$ cat config.mk
export PLATFORM = sky130hd
export DESIGN_NAME = rom_slave
export DESIGN_NICKNAME = d
export VERILOG_FILES = /design/src/rtl/rom_slave_pkg.sv /design/src/rtl/rom_sync_array.sv /design/src/rtl/rom_slave.sv
export SDC_FILE = /design/constraint.sdc
export NUM_CORES = 1
export LEC_CHECK = 0
export ABC_AREA = 1
export CAP_MARGIN = 15
export CORE_ASPECT_RATIO = 0.7
export CORE_MARGIN = 1
export CORE_UTILIZATION = 35
export CTS_BUF_LIST = sky130_fd_sc_hd__clkbuf_4 sky130_fd_sc_hd__clkbuf_8
export CTS_CLUSTER_SIZE = 12
export DETAILED_ROUTE_END_ITERATION = 10
export GPL_ROUTABILITY_DRIVEN = 1
export GPL_TIMING_DRIVEN = 0
export PLACE_DENSITY = 0.61
export SLEW_MARGIN = 20
export SYNTH_ARGS = -nofsm -noshare
export SYNTH_HDL_FRONTEND = slang
export SYNTH_SLANG_ARGS = --single-unit
$ cat constraint.sdc
create_clock -name clk -period 3.7 [get_ports clk]
set_input_delay 0.555 -clock clk [delete_from_list [all_inputs] [get_ports clk]]
set_output_delay 0.555 -clock clk [all_outputs]
set_load 0.02 [all_outputs]
$ cat src/rtl/rom_slave_pkg.sv
// Shared constants, response type and boot image generator for the ROM slave.
package rom_slave_pkg;

    localparam logic [31:0] ROM_BASE_ADDR   = 32'h0000_0000;
    localparam int          ROM_BITS        = 10;
    localparam logic [31:0] ROM_END_ADDR    = ROM_BASE_ADDR + (32'd4 << ROM_BITS) - 32'd1;
    localparam int          ROM_MAX_LATENCY = 4;

    typedef struct packed {
        logic        err;
        logic [31:0] data;
    } rom_rsp_t;

    // Default boot image: a recognisable tag XORed with the word index, plus a marker at word 2.
    function automatic logic [31:0] rom_image_word(input logic [31:0] idx);
        return (idx == 32'd2) ? 32'hDEAD_BEEF : (32'hC0DE_0000 ^ idx);
    endfunction

endpackage

$ cat src/rtl/rom_sync_array.sv
// Synchronous-read ROM array; contents come from the package boot image generator.
module rom_sync_array
    import rom_slave_pkg::*;
#(
    parameter int DATA_W = 32,
    parameter int DEPTH  = 1024,
    parameter int AW     = 10
) (
    input  logic              clk,
    input  logic              en,
    input  logic [AW-1:0]     addr,
    output logic [DATA_W-1:0] q
);

    always_ff @(posedge clk) begin
        if (en) q <= DATA_W'(rom_image_word(32'(addr)));
    end

endmodule

$ cat src/rtl/rom_slave.sv
// Pipelined ROM slave with valid/ready channels, credit flow control and in-order response FIFO.
// Optional perf counters are built when ROM_PERF_CNT_EN is defined.
module rom_slave
    import rom_slave_pkg::*;
#(
    parameter int          DATA_W    = 32,
    parameter int          ROM_WORDS = 1 << ROM_BITS,
    parameter logic [31:0] BASE_ADDR = ROM_BASE_ADDR,
    parameter int          LATENCY   = 2,
    parameter int          ADDR_W    = 32
) (
    input  logic              clk,
    input  logic              rst_n,
    input  logic              req_valid,
    output logic              req_ready,
    input  logic [ADDR_W-1:0] req_addr,
    output logic              rsp_valid,
    input  logic              rsp_ready,
    output logic [DATA_W-1:0] rsp_data,
`ifdef ROM_PERF_CNT_EN
    input  logic              perf_clr,
    output logic [31:0]       perf_acc,
    output logic [31:0]       perf_err,
`endif
    output logic              rsp_err
);

    localparam int                CREDITS   = LATENCY + 1;
    localparam int                BW        = $clog2(DATA_W / 8);
    localparam int                AW        = (ROM_WORDS > 1) ? $clog2(ROM_WORDS) : 1;
    localparam int                PW        = $clog2(CREDITS);
    localparam int                CW        = $clog2(CREDITS + 1);
    localparam logic [ADDR_W:0]   ROM_BYTES = (ADDR_W + 1)'(ROM_WORDS * (DATA_W / 8));
    localparam logic [ADDR_W-1:0] LANE_MASK = ADDR_W'(DATA_W / 8 - 1);

    function automatic logic [PW-1:0] ptr_inc(input logic [PW-1:0] p);
        return (p == PW'(CREDITS - 1)) ? '0 : p + 1'b1;
    endfunction

    logic              accept, pop, fifo_pop, push;
    logic [ADDR_W-1:0] off;
    logic              dec_err;
    logic [AW-1:0]     dec_idx;
    logic [DATA_W-1:0] q;
    logic [LATENCY:1]  vld_p;
    logic [LATENCY:1]  err_p;
    logic [DATA_W-1:0] stage_dat, stage_word;
    logic              stage_vld, stage_err;
    logic [DATA_W-1:0] fifo_dat [CREDITS];
    logic              fifo_err [CREDITS];
    logic [PW-1:0]     wr_ptr, rd_ptr;
    logic [CW-1:0]     fcnt, inflight, infl_nxt;
    logic              fifo_empty;

    assign accept = req_valid && req_ready;

    // Stage 0: decode at accept; the array read is clocked into stage 1
    always_comb begin
        off     = req_addr - ADDR_W'(BASE_ADDR);
        dec_err = ({1'b0, off} >= ROM_BYTES) || ((req_addr & LANE_MASK) != '0);
        dec_idx = AW'(off >> BW);
    end

    rom_sync_array #(
        .DATA_W(DATA_W),
        .DEPTH (ROM_WORDS),
        .AW    (AW)
    ) u_array (
        .clk (clk),
        .en  (accept),
        .addr(dec_idx),
        .q   (q)
    );

    // Stages 1..LATENCY: valid and error flags shift alongside the read word
    always_ff @(posedge clk or negedge rst_n) begin
        if (!rst_n) begin
            vld_p <= '0;
        end else begin
            vld_p[1] <= accept;
            for (int j = 2; j <= LATENCY; j++) vld_p[j] <= vld_p[j-1];
        end
    end

    always_ff @(posedge clk) begin
        err_p[1] <= dec_err;
        for (int j = 2; j <= LATENCY; j++) err_p[j] <= err_p[j-1];
    end

    generate
        if (LATENCY == 1) begin : g_lat1
            assign stage_dat = q;
        end else begin : g_latn
            logic [DATA_W-1:0] dat_p [LATENCY-1];
            always_ff @(posedge clk) begin
                dat_p[0] <= q;
                for (int k = 1; k < LATENCY - 1; k++) dat_p[k] <= dat_p[k-1];
            end
            assign stage_dat = dat_p[LATENCY-2];
        end
    endgenerate

    assign stage_vld  = vld_p[LATENCY];
    assign stage_err  = err_p[LATENCY];
    assign stage_word = stage_err ? '0 : stage_dat;

    // Response FIFO: the final stage falls through when the queue is empty, so a
    // response appears LATENCY cycles after its accept cycle and is popped in place.
    assign fifo_empty = (fcnt == '0);
    assign rsp_valid  = !fifo_empty || stage_vld;
    assign pop        = rsp_valid && rsp_ready;
    assign fifo_pop   = pop && !fifo_empty;
    assign push       = stage_vld && !(fifo_empty && pop);

    always_comb begin
        rsp_data = '0;
        rsp_err  = 1'b0;
        if (!fifo_empty) begin
            rsp_data = fifo_dat[rd_ptr];
            rsp_err  = fifo_err[rd_ptr];
        end else if (stage_vld) begin
            rsp_data = stage_word;
            rsp_err  = stage_err;
        end
    end

    always_ff @(posedge clk) begin
        if (push) begin
            fifo_dat[wr_ptr] <= stage_word;
            fifo_err[wr_ptr] <= stage_err;
        end
    end

    always_ff @(posedge clk or negedge rst_n) begin
        if (!rst_n) begin
            wr_ptr <= '0;
            rd_ptr <= '0;
            fcnt   <= '0;
        end else begin
            if (push)     wr_ptr <= ptr_inc(wr_ptr);
            if (fifo_pop) rd_ptr <= ptr_inc(rd_ptr);
            case ({push, fifo_pop})
                2'b10:   fcnt <= fcnt + 1'b1;
                2'b01:   fcnt <= fcnt - 1'b1;
                default: fcnt <= fcnt;
            endcase
        end
    end

    // Credits: req_ready is a register fed only by the updated in-flight count
    always_comb begin
        infl_nxt = inflight;
        if (accept && !pop)      infl_nxt = inflight + 1'b1;
        else if (!accept && pop) infl_nxt = inflight - 1'b1;
    end

    always_ff @(posedge clk or negedge rst_n) begin
        if (!rst_n) begin
            inflight  <= '0;
            req_ready <= 1'b0;
        end else begin
            inflight  <= infl_nxt;
            req_ready <= (infl_nxt < CW'(CREDITS));
        end
    end

    fifo_no_overflow: assert property (@(posedge clk) disable iff (!rst_n)
        !(push && !fifo_pop && (fcnt == CW'(CREDITS))));

`ifdef ROM_PERF_CNT_EN
    function automatic logic [31:0] sat_inc(input logic [31:0] v, input logic inc);
        return (inc && (v != '1)) ? v + 32'd1 : v;
    endfunction

    always_ff @(posedge clk or negedge rst_n) begin
        if (!rst_n) begin
            perf_acc <= '0;
            perf_err <= '0;
        end else if (perf_clr) begin
            perf_acc <= '0;
            perf_err <= '0;
        end else begin
            perf_acc <= sat_inc(perf_acc, accept);
            perf_err <= sat_inc(perf_err, accept && dec_err);
        end
    end
`endif

endmodule
; ---- Word level (Yosys, flattened, before mapping)
; Memories as Yosys holds them, arrays and structs flattened.
; Index checks and enable logic that the tools add are counted.
[word_totals]
memories = 3
ff_bits = 45
in_bits = 36
word_cells = 54
ram_bits = 131
[mem_list]
columns = memory, words, word_bits, read_ports, rd_ports_with_merged_regs, wr, line_no
row1 = fifo_dat, 3, 32, 1, 0, 1, rom_slave.sv:49  ; logic [DATA_W-1:0] fifo_dat [CREDITS];
row2 = g_latn.dat_p, 1, 32, 1, 0, 1, rom_slave.sv:94  ; logic [DATA_W-1:0] dat_p [LATENCY-1];
row3 = fifo_err, 3, 1, 1, 0, 1, rom_slave.sv:50  ; logic fifo_err [CREDITS];
[op_classes]
reduce_logical = 16
eq_ne = 5
mux = 13
magnitude_cmp = 2
add_sub_neg = 6
[ops]
columns = op, count
row1 = $mux 32, 3
row2 = $ge 32x13->1 const B, 1
row3 = $reduce_bool 32->1, 1
row4 = $mux 29, 1
row5 = $eq 10x2->1 const B, 1
row6 = $add 2x1->2 const B, 4
row7 = $mux 2, 4
row8 = $logic_and 1x1->1, 7
row9 = $eq 2x2->1 const B, 3
row10 = $logic_not 1->1, 4
row11 = $mux 1, 4
row12 = $pmux 2 s2, 1
row13 = $sub 2x1->2 const B, 2
row14 = $eq 2x1->1 const B, 1
row15 = $logic_not 2->1, 1
row16 = $logic_or 1x1->1, 2
row17 = $lt 2x2->1 const B, 1
row18 = $reduce_bool 2->1, 1

; ---- Logic depth before layout (Yosys ltp)
; Gate-level depths: netlist of the first run.
[logic_depth]
word_depth = 9
ltp_mapped = 9

; ---- Hierarchy
; From an unflattened synthesis of the first run, not the netlist that was laid out.
[hier_totals]
hier_cells = 556
area_unflattened_um2 = 6050.8
[modules_own_cells]
columns = mod, area_per_inst_um2, n_inst, cells_per_inst
row1 = rom_slave, 5422.7, 1, 494
row2 = rom_sync_array, 628.1, 1, 62

; ---- Least setup slack after synthesis of the first run
; Ideal clock, no wire load.
[synth_timing]
path_kind = register to output
start = register fcnt[0]
end = output rsp_data[11]
required_time_ps = 3145
arrival_ps = 1997
setup_slack_ps = 1148
path_stages_with_launch = 5
cell_sequence = dfrtp_1 -> nor2_4 -> nand2_1 -> o21ai_0 -> buf_4
[synth_via]
elab_chain_cells = 2
[synth_rtl]
columns = item, line_no
row1 = start: declaration, rom_slave.sv:52  ; logic [CW-1:0] fcnt, inflight, infl_nxt;
row2 = start signal: assignment, rom_slave.sv:143  ; 2'b10: fcnt <= fcnt + 1'b1;
row3 = start signal: assignment, rom_slave.sv:144  ; 2'b01: fcnt <= fcnt - 1'b1;
row4 = start signal: assignment, rom_slave.sv:145  ; default: fcnt <= fcnt;
row5 = $logic_not 2->1, rom_slave.sv:109  ; assign fifo_empty = (fcnt == '0);
row6 = $mux 32, rom_slave.sv:118  ; if (!fifo_empty) begin
row7 = end: declaration, rom_slave.sv:19  ; output logic [DATA_W-1:0] rsp_data,
; No other way between the ends.

; ---- Worst setup path after layout of the first run
[layout_timing]
start = register rd_ptr[1]
end = output rsp_data[27]
[layout_via]
elab_chain_cells = 2
[layout_rtl]
columns = item, line_no
row1 = start: declaration, rom_slave.sv:51  ; logic [PW-1:0] wr_ptr, rd_ptr;
row2 = start signal: assignment, rom_slave.sv:141  ; if (fifo_pop) rd_ptr <= ptr_inc(rd_ptr);
row3 = $mem_v2 3x32, --
row4 = $mux 32, rom_slave.sv:118
; No other way between the ends.

==> impl_metrics.toml, run 1 <==
[power]
p_leak_nw = 1.81
ir_worst_vdd_mv = 0.303
power_density_mw_per_mm2 = 808
power_mw = 3.46

[job]
maxCapViolCount = 0

[route]
finalWirelength_um = 6250
drc = 0
drt_pass1_iterations = 4
routed_via_density = 4.32
drt-initial-drc-count = 120
wl_per_cell_um = 12.2
num_vias = 2209
ant_nets = 0

[cts]
htree_levels = 3
cts_tree = "done"
cts_buffers = 9
clock-sinks = 79
postCtsSetupRepairBufs = 0
clkTransAtPathRegs_ns = 0.07
hold_buffers = 0
cts.path.max_buffers = 2
ctsResizeCount = 0
cts_root_buf = "clkbuf_8"
clock_latency_ns = 0.35

[floorplan]
dieWidth_um = 117
num_rows = 28
fp.coreArea_mm2 = 0.00869
chipHeight_um = 82.3
io_pins = 71
start_util_pct = 37.1
die_area_mm2 = 0.00960

[grt]
grt_use_total_pct = 14.7
grt_pass1_wl_um = 10100
grt_overflow_total = 0
grt_pass1_vias = 2070
antenna_found_initial = 0
grt_max_degree = 16

[sta]
min_period_over_period_pct = 89.7
fmax_mhz = 301
rsz0062_at_grt = "false"
setup_viol = 0
clock_skew_ns = 0.00817
hold_viol = 0
tightest_slew_ns = 0.724
maxSlewHeadroom_pct = 51.5
post-route-min-period_ns = 3.32
hold_slack_ns = 0.342
timing.final.max_slew_violations = 0
layout_setup_ws_ns = 0.380
finalSetupTns_ns = 0

[logic_synthesis]
seq_area_frac_synth_pct = 67.6
synth-main-ff-cell = "edfxtp_1"
synth_cell_type_count = 22
yosysTopAreaCellShare_pct = 50.3
yosys_register_bits = 79
synth_area_mm2 = 0.00322
async_reset_ff_share_pct = 13.9
post_synth_inst_count = 305
synth_edf_count = 54
yosys.area.top_type = "edfxtp_1"
yosysWarnings = 0
postSynthAreaPerCell_um2 = 10.6
synth_area_leaders = "edfxtp_1 50%, nand2_1 10%, dfxtp_1 8.7%"

[placed_design]
dpl_cell_area_mm2 = 0.00407
dpl.cell_count = 495
dp_slack_ns = 0.565
port_buffers = 67
dp_hpwl_um = 4500
place_congestion = 0.756

[worst_setup_path]
worstSetupPathType = "flip-flop to output pin"
critPathSlowestCell = "clkdlybuf4s50_1"
critical-path-max-stage-delay_ns = 0.60
end_kind = "output pin"
crit_path_start_kind = "flip-flop"
crit_path_max_fanout = 11
crit_chain = "buf_4, nor2_4, buf_2, nand2_1, nand3_1, nand2_1, o21ai_1, buf_4, clkdlybuf4s50_1"
arrival_ns = 2.77
crit_family = "buffers and inverters"
critPathRequiredTime_ns = 3.14
cp_num_buf_inv = 4

[layout]
ff_latch_area_mm2 = 0.00218
n_fill_cell = 838
num_antenna_cells = 0
layout.cells.non_filler = 511
final_area_mm2 = 0.00428
drive_gt1_share_pct = 12.3
fin_nets = 423
multiInputGateArea_um2 = 739
synthToLayoutAreaGrowth_pct = 32.9
final_core_util_pct = 49.3

[hold_path]
hold_class = "flip-flop to flip-flop"

[run_status]
outcome = "completed"
area by class of cell:
type,count,area share (%)
Sequential cell,79,50.9
Multi-Input combinational cell,165,17.3
Timing Repair Buffer,68,15.9
Buffer,28,4.33
Tap cell,120,3.51
Clock buffer,10,3.07
Inverter,35,3.07
Clock inverter,6,1.93
layout by cell type (no fill, tap or decap), types with 4 or more instances in the layout:
master,n
nand3_1,18
clkbuf_1,4
inv_1,34
clkdlybuf4s50_1,67
buf_2,4
nor2_1,18
o21ai_1,4
buf_4,20
clkbuf_8,9
dfxtp_1,14
dfrtp_1,11
nand4_1,4
edfxtp_1,54
nand2_1,88
o21ai_0,14
power breakdown:
group	switching (mW)	total, mW	internal (mW)	leakage [nW]
clock	0.286	0.671	0.385	0.114
sequential	0.0630	1.18	1.12	0.749
combinational	0.872	1.61	0.734	0.942
total	1.22	3.46	2.24	1.81
synthesized netlist by cell type, drive strengths merged (3+ instances only):
master and n:
nor3 3, edfxtp 54, nor4 3, buf 24, dfxtp 14, nand3 18, o21ai 18, clkbuf 4
dfrtp 11, nor2 21, inv 35, nand2 90, nand4 4
metal layers:
| layer | track usage, % | routed length, µm | vias to the layer above |
|---|---|---|---|
| met5 | 0 | 0 | - |
| met4 | 7.34 | 104 | 0 |
| met3 | 4.67 | 334 | 8 |
| met2 | 23.4 | 2870 | 63 |
| met1 | 18.2 | 2940 | 1006 |
| li1 | - | - | 1132 |
state kept, by name, indices dropped and copies added, names as in the netlist:
signal,cells
wr_ptr,2
inflight,2
req_ready,1
err_p,2
fifo_err,3
vld_p,2
fifo_dat,39
u_array.q,12
rd_ptr,2
fcnt,2
g_latn.dat_p,12
final timing paths:
kind | startpoint | slack [ns] | end | depth (start not counted)
setup / recovery | rd_ptr[1] | 0.38 | rsp_data[27] | 9
hold / removal | u_array.q[3] | 0.34 | g_latn.dat_p[0][3] | 0
setup reg to reg | fcnt[0] | 1.69 | fifo_dat[2][22] | 5
hold reg to reg | u_array.q[3] | 0.34 | g_latn.dat_p[0][3] | 0
max in group asynchronous | rst_n | 2.80 | fcnt[1] | 1
min in group asynchronous | rst_n | 0.55 | vld_p[1] | 1
kinds of logic (layout without fill, tap and decap cells):
group,after synthesis,in the layout,share of synthesized area [%]
buffers and inverters,63,147,9.83
adder cells (fa/ha/maj),1,1,0.388
AO/OA/AOI/OAI,20,20,3.11
flip-flops,79,79,67.6
AND/OR/NAND/NOR,139,139,18.4
XOR/XNOR,2,2,0.544
other,1,3,0.116
No activity file was read; power rests on OpenSTA's default activity.
==> run 2: changes to the inputs <==
Settings changed: ABC_AREA 1 to unset, ABC_CLOCK_PERIOD_IN_PS set to 4000.
Clock period 3.7 ns to 4 ns, I/O delays scaled along.
==> run 2 against run 1 <==
First-iteration DRC count fell by 34%. Register-to-register slack improved by 0.13 ns. Core utilization fell by 1.3 points. Count of clock-buffer cells in the layout fell by 1. Global-route usage fell by 1.5 points. Largest power group unchanged. Clock skew fell by 0.0021 ns.
==> impl_metrics.toml, run 2 <==
[run_status]
outcome = "completed"

[power]
p_sw_mw = 0.980
p_int_mw = 1.90
p_sw_share_pct = 34.0
p_leak_nw = 1.65
power_density_mw_per_mm2 = 664
p_comb_share_pct = 41.3
clock_power_share_pct = 20.6
ir_worst_vdd_mv = 0.210
sequentialPowerShare_pct = 38.1

[placed_design]
place_congestion = 0.735
port_buffers = 67
dpl_cell_area_mm2 = 0.00413
dpl.cell_count = 432
dp_hpwl_um = 4450

[cts]
postCtsSetupRepairBufs = 0
cts.path.max_buffers = 2
clock-sinks = 79
clkTransAtPathRegs_ns = 0.08
cts_root_buf = "clkbuf_8"
htree_levels = 3
cts_buffers = 9
clock_latency_ns = 0.34
cts_tree = "done"
ctsResizeCount = 0
hold_buffers = 0

[route]
ant_nets = 0
drc = 0
drt_pass1_iterations = 4
num_vias = 2016
routed_via_density = 4.50
drt-initial-drc-count = 79
finalWirelength_um = 6190
wl_per_cell_um = 13.8

[worst_setup_path]
crit_family = "buffers and inverters"
end_kind = "output pin"
crit_path_end = "rsp_data[28]"
r2r_cells = 4
crit_path_start_kind = "flip-flop"
cp_num_buf_inv = 4
cp-startpoint = "rd_ptr[1]"
critPathRequiredTime_ns = 3.40
crit_path_max_fanout = 11
critPathSlowestCell = "clkdlybuf4s50_1"
crit_chain = "buf_2, buf_2, mux2i_1, o21ai_1, buf_4, clkdlybuf4s50_1"
r2r_slack_ns = 1.82
arrival_ns = 2.70
critical-path-max-stage-delay_ns = 0.61
crit_top_cell = "buf_2"
r2r_end = "fifo_dat[2][30]"
crit_cells = 6
r2r-start = "vld_p[2]"
worstSetupPathType = "flip-flop to output pin"

[job]
maxCapViolCount = 0

[logic_synthesis]
yosys_register_bits = 79
yosysWarnings = 0
yosys.area.top_type = "edfxtp_1"
post_synth_inst_count = 237
synth_edf_count = 54
seq_area_frac_synth_pct = 66.8
postSynthAreaPerCell_um2 = 13.8
yosysMostFrequentCell = "edfxtp_1"
async_reset_ff_share_pct = 13.9
synth-main-ff-cell = "edfxtp_1"
synth_area_mm2 = 0.00326
yosysTopAreaCellShare_pct = 49.7
synth_cell_type_count = 38
synth_common_cells = "54 x edfxtp_1, 19 x buf_4, 15 x o21ai_0"
synth_area_leaders = "edfxtp_1 50%, dfxtp_1 8.6%, dfrtp_1 8.4%"

[sta]
min_period_over_period_pct = 82.4
rsz0062_at_grt = "false"
hold_viol = 0
clock_skew_ns = 0.00606
setup_viol = 0
finalSetupTns_ns = 0
timing.final.max_slew_violations = 0
maxSlewHeadroom_pct = 44.3
fmax_mhz = 303
tightest_slew_ns = 0.832
post-route-min-period_ns = 3.30

[grt]
antenna_found_initial = 0
grt_max_degree = 17
grt_pass1_vias = 1990
grt_pass1_wl_um = 9420
grt_overflow_total = 0
grt_use_total_pct = 13.2

[floorplan]
fp.coreArea_mm2 = 0.00903
die_area_mm2 = 0.00971
num_rows = 29
start_util_pct = 36.1
chipHeight_um = 82.8
io_pins = 71
dieWidth_um = 117

[layout]
top_register = "fifo_dat"
final_cell_mix = "67 x clkdlybuf4s50_1, 54 x edfxtp_1, 20 x buf_4"
largest_register_ffs = 39
layout.cells.non_filler = 448
top_regs = "fifo_dat (39), g_latn.dat_p (12), u_array.q (12)"
synthToLayoutAreaGrowth_pct = 33.0
drive_gt1_share_pct = 16.4
fin_nets = 356
num_antenna_cells = 0
final_area_mm2 = 0.00434
final_common_cell = "clkdlybuf4s50_1"

[hold_path]
hold_class = "flip-flop to flip-flop"
==> run 2: cell types whose count changed after synthesis, moves of 9 or more <==
| cell | previous run | this run |
|---|---|---|
| a22o_1 | 0 | 9 |
| nand2b_1 | 0 | 9 |
| nor2_1 | 18 | 2 |
| mux2i_1 | 0 | 14 |
| nand2_1 | 88 | 14 |
| nand3_1 | 18 | 4 |
| nor2b_1 | 0 | 14 |
| inv_1 | 34 | 5 |
==> run 2: how the worst min path moves through the flow <==
stage / depth (start not counted) / to / from
2_1_floorplan: 0 / fcnt[0] / rst_n
3_3_place_gp: 0 / err_p[2] / err_p[1]
3_5_place_dp: 0 / err_p[2] / err_p[1]
4_1_cts: 0 / err_p[2] / err_p[1]
5_1_grt: 0 / err_p[2] / err_p[1]
6_report: 0 / err_p[2] / err_p[1]
==> run 2: power by group through the flow <==
stage	combinational, mW	sequential, mW	clock, mW
6_report	1.19	1.10	0.592
4_1_cts	1.21	1.10	0.609
5_1_grt	1.28	1.11	0.638
2_1_floorplan	0.732	1.09	0
3_3_place_gp	1.16	1.11	0
3_5_place_dp	1.20	1.11	0
==> run 2: logic make-up after synthesis <==
family,after synthesis,synth area share [%]
xor gates and xnor gates,6,1.61
DFF,79,66.8
adders and majority gates,1,0.384
buffers and inverters,35,6.45
muxes,19,6.02
AOI/OAI and AO/OA,33,7.37
and+or+nand+nor,63,11.3
other,1,0.115
==> run 2: layout make-up <==
type                       count  area (µm²)
clock buffer                   9         124
tap                          124         155
sequential                    79        2180
timing repair buffer          69         689
buffer                        30         191
fill                         812        4700
inverter                       5        18.8
multi-input combinational    125         901
clock inverter                 7        78.8
==> run 2: routing by layer <==
layer	GRT usage (%)	wire length (µm)	share of wire, %
met1	15.6	2860	46
met2	22.5	2900	47
met3	4.88	390	6.3
met4	4.68	36	0.58
met5	0	0	0
==> run 2: worst reg2reg max path: stages, from the launching register on <==
cell and delay, ns:
dfrtp_1 0.50, inv_1 0.22, a21o_1 0.27, nor3b_2 0.60
buf_4 0.30
==> run 2: per-stage QoR <==
step | hold slack, ns | power (mW) | utilization, % | worst slack (ns)
2_1_floorplan | 0.304 | 1.83 | - | 1.32
3_3_place_gp | 0.316 | 2.27 | 45.3 | 0.344
3_5_place_dp | 0.318 | 2.32 | 45.7 | 0.770
4_1_cts | 0.338 | 2.91 | 48.0 | 0.362
5_1_grt | 0.349 | 3.03 | 48.0 | 0.556
6_report | 0.338 | 2.88 | 48.0 | 0.704
